$ cat src/rtl/tc0_prescaler.sv
// Timer/counter 0 clock-select and prescaler: turns CS0 into a one-cycle count-enable strobe,
// either from a free-running prescaler tap or from a synchronised edge on the external T0 pin.
module tc0_prescaler #(
  parameter int PSC_WIDTH   = 10,
  parameter int SYNC_STAGES = 2
) (
  input  logic       clk,
  input  logic       rst,
  input  logic [2:0] cs,
  input  logic       psr,
  input  logic       tsm,
  input  logic       t0_pin,
  output logic       tick,
  output logic       t0_sync
);

  localparam logic [PSC_WIDTH-1:0] PSC_ONE = {{(PSC_WIDTH-1){1'b0}}, 1'b1};

  logic [PSC_WIDTH-1:0]   psc;
  logic [SYNC_STAGES-1:0] sync_q;
  logic                   prev;
  logic                   psr_hold;
  logic                   armed;
  logic                   s_last;
  logic                   psc_clr;
  logic                   tap8, tap64, tap256, tap1024;
  logic                   tick_next;

  assign s_last  = sync_q[SYNC_STAGES-1];
  assign t0_sync = s_last;

  // The first edge after reset acts as the prescaler clear edge, so the post-reset
  // tick timing matches a psr pulse on that edge.
  assign psc_clr = psr | (tsm & psr_hold) | ~armed;

  assign tap8    = &psc[2:0];
  assign tap64   = &psc[5:0];
  assign tap256  = &psc[7:0];
  assign tap1024 = &psc[9:0];

  always_comb begin
    tick_next = 1'b0;
    case (cs)
      3'd0:    tick_next = 1'b0;
      3'd1:    tick_next = 1'b1;
      3'd2:    tick_next = tap8;
      3'd3:    tick_next = tap64;
      3'd4:    tick_next = tap256;
      3'd5:    tick_next = tap1024;
      3'd6:    tick_next = ~s_last & prev;
      default: tick_next = s_last & ~prev;
    endcase
  end

  always_ff @(posedge clk or posedge rst) begin
    if (rst) begin
      armed    <= 1'b0;
      psc      <= '0;
      psr_hold <= 1'b0;
      tick     <= 1'b0;
    end else begin
      armed    <= 1'b1;
      psr_hold <= tsm & (psr_hold | psr);
      psc      <= psc_clr ? '0 : psc + PSC_ONE;
      tick     <= armed & tick_next;
    end
  end

  // Synchroniser and edge history run regardless of psr/tsm.
  always_ff @(posedge clk or posedge rst) begin
    if (rst) begin
      sync_q <= '0;
      prev   <= 1'b0;
    end else begin
      sync_q <= {sync_q[SYNC_STAGES-2:0], t0_pin};
      prev   <= s_last;
    end
  end

endmodule

$ cat config.mk
export PLATFORM = sky130hd
export DESIGN_NAME = tc0_prescaler
export DESIGN_NICKNAME = d
export VERILOG_FILES = /design/src/rtl/tc0_prescaler.sv
export SDC_FILE = /design/constraint.sdc
export NUM_CORES = 1
export LEC_CHECK = 0
export BUFFER_PORTS_ARGS = -buffer_cell sky130_fd_sc_hd__buf_2
export CORE_MARGIN = 10
export CORE_UTILIZATION = 25
export DETAILED_ROUTE_END_ITERATION = 7
export PLACE_DENSITY = 0.47
export SLEW_MARGIN = 20
export SYNTH_ARGS = -nofsm -noshare
export SYNTH_HDL_FRONTEND = slang
export SYNTH_SLANG_ARGS = --single-unit
$ cat constraint.sdc
create_clock -name clk -period 1.2 [get_ports clk]
set_input_delay 0.18 -clock clk [delete_from_list [all_inputs] [get_ports clk]]
set_output_delay 0.18 -clock clk [all_outputs]
set_load 0.05 [all_outputs]
==> metrics.txt <==
Clock transition at path regs about 90 ps; Req. time, crit path 1370 ps; Total Wirelength 1320 um; # setup viols final 2; Ports 10; Rows 18; Detailed Place HPWL between 1000 and 1500 um; nets between 100 and 150; sequential area share after synthesis about three fifths; Crit path max-delay family flip-flops; Mapped Cells between 60 and 70; number of fill cells ~280; fmax approximately 800 MHz; Crit path largest cell delay ~410 ps; final core occ 37.0%; Syn Nets 75; crit start category flop; placed cell count 114; area grow syn2layout 37.4%; starting density of the core a little over a quarter; antenna-violating nets left 0; Core ar. around 2500 um2; Via density roughly 4.4; max-slew violations 0; drc violations 0; CTS Buf Count 3; pin count of the biggest net entering global routing 11; CTS tree yes; DIE HEIGHT 72.4 um; GRT Residual Overflow 0; Cell variety after synth 19; 1st-iter DRT viols 15; via count approximately 530; max_cap viols 0; Data arrival, critical path between 1000 and 1500 ps; RSZ-0062 raised after global routing yes; Clock Path Buffers 2; RePlAce Congestion 0.746; Die Footprint 5240 um2; maximum vdd ir drop between 0.8 and 0.9 mV; worst skew pair latency roughly 280 ps; Root Driver clkbuf_4; critical-path cell list ha_2 -> ha_2 -> a211o_1 -> nand2_1 -> a211oi_1; Tcrit/Tclk final 107%; WS Path Type reg2reg; Lkg Pwr ~0.43 nW; Final Skew around 2.5 ps; Non-Filler Instances ~120; Ys Warns 0; layout cell share with drive strength beyond 1 around a third; Mapped Area between 600 and 700 um2; minimum clock period 1290 ps; Worst Setup Slack, final -85.8 ps; cell mode on critical path ha_2; CTS HTree Levels 1; GR Util All Layers ~5.4%; Avg Inst Size Synth ~11 um2; ANT cells 0; IO Port Bufs 9; CP bufs+invs 0; drt wl/cell between 10 and 15 um; Die X a little over 70 um; antenna violations before repair 0; First-pass DRT Iterations 4; Fin. Hold Viols 0; critical-path maximum fanout 3; vias in the first global route 571; status finished, violations left; slowest library cell on the worst path dfrtp_1; CP endpoint kind flop; first-pass GRT wire length ~2300 um; pwr/cell area around 1100 nW/um2; failing checks setup timing; clock sink total 16; synthesis-stage register bit count 16; path type of the worst min-delay path in2reg
==> layer usage <==
metal | track usage, % | up-vias | wire [um]
met2 | 8.94 | 3 | 672
met1 | 5.96 | 260 | 609
met4 | 3.80 | 0 | 12
met3 | 1.36 | 2 | 31
met5 | 0 | - | 0
li1 | - | 269 | -
==> report_power, final <==
group / internal (mW) / switching, mW / total, mW
clock network: 0.185 / 0.171 / 0.356
logic: 0.0342 / 0.0536 / 0.0878
registers: 0.553 / 0.00699 / 0.560
total: 0.772 / 0.232 / 1.00
==> what timing repair did <==
| item | 4_1_cts | 5_1_grt |
|---|---|---|
| hold buffers | 2 | 0 |
| setup endpoints to repair | 4 | 5 |
| endpoints found under the hold margin | 9 | 0 |
| resized for setup | 5 | 3 |
| pin swaps | 3 | 3 |
| setup buffers | 0 | 1 |
==> per-stage QoR <==
| stage | hold slack [ps] | worst slack, ps | instance area, um2 | setup TNS, ps | power [mW] |
|---|---|---|---|---|---|
| floorplan | 93.7 | -31.6 | 687 | -60.8 | 0.616 |
| global placement | 142 | -76.5 | 845 | -142 | 0.650 |
| detailed placement | 148 | -103 | 845 | -187 | 0.652 |
| CTS | 101 | -78.3 | 916 | -149 | 1.01 |
| global route | 105 | -125 | 942 | -416 | 1.05 |
| finish | 110 | -85.8 | 942 | -171 | 1.00 |
==> cell usage after synthesis, drive strengths merged <==
cell type / n / share of area, %
and4: 1 / 1.3
ha: 2 / 3.6
o21ai: 2 / 1.5
dfrtp: 16 / 58
nand4: 2 / 1.8
xnor2: 2 / 2.6
a221oi: 1 / 1.3
nand3b: 1 / 1.1
or3b: 1 / 1.3
a211o: 1 / 1.3
a211oi: 2 / 2.2
xor2: 5 / 6.4
nand2: 6 / 3.3
o21a: 1 / 1.1
conb: 1 / 0.55
nand3: 2 / 1.5
nor2: 12 / 6.6
inv: 6 / 3.3
o21bai: 1 / 1.1
==> worst paths after layout <==
path                       slack (ps)      start         to  depth (start not counted)
max in group asynchronous         400        rst   psr_hold                          4
min reg2reg                       350  sync_q[0]  sync_q[1]                          0
max reg2reg                       -90     psc[1]       tick                          5
max                               -90     psc[1]       tick                          5
min in group asynchronous         380        rst     psc[1]                          3
min                               110        psr   psr_hold                          2
==> cell families after synthesis <==
kind of cell             synth area share [%]
AO/OA/AOI/OAI                            8.39
XOR/XNOR                                 8.94
adder cells (fa/ha/maj)                  3.65
buffers and inverters                    3.28
flip-flops                               58.4
other                                   0.547
AND/OR/NAND/NOR                          16.8
==> final cells by class <==
class                           count  area, um2  area share, %
Clock buffer                        4       36.3           3.85
Timing Repair Buffer               22        148           15.7
Inverter                            6       22.5           2.39
Sequential cell                    16        402           42.6
Tap cell                           30       37.5           3.98
Multi-Input combinational cell     43        297           31.5
==> cells in the final DEF (no fill, tap or decap), drive strengths merged <==
cell,count
buf,20
dfrtp,16
nor2,12
nand2,6
inv,6
xor2,5
clkbuf,4
nand4,2
xnor2,2
a211oi,2
o21ai,2
ha,2
dlygate4sd3,2
nand3,2
nand3b,1
and4,1
o21a,1
or3b,1
o21bai,1
a221oi,1
a211o,1
conb,1
==> registers in the layout (all words and copies together), names as in the netlist <==
| signal | cells |
|---|---|
| armed | 1 |
| prev | 1 |
| psc | 10 |
| psr_hold | 1 |
| sync_q | 2 |
| tick | 1 |
(Power assumes the default switching activity.)
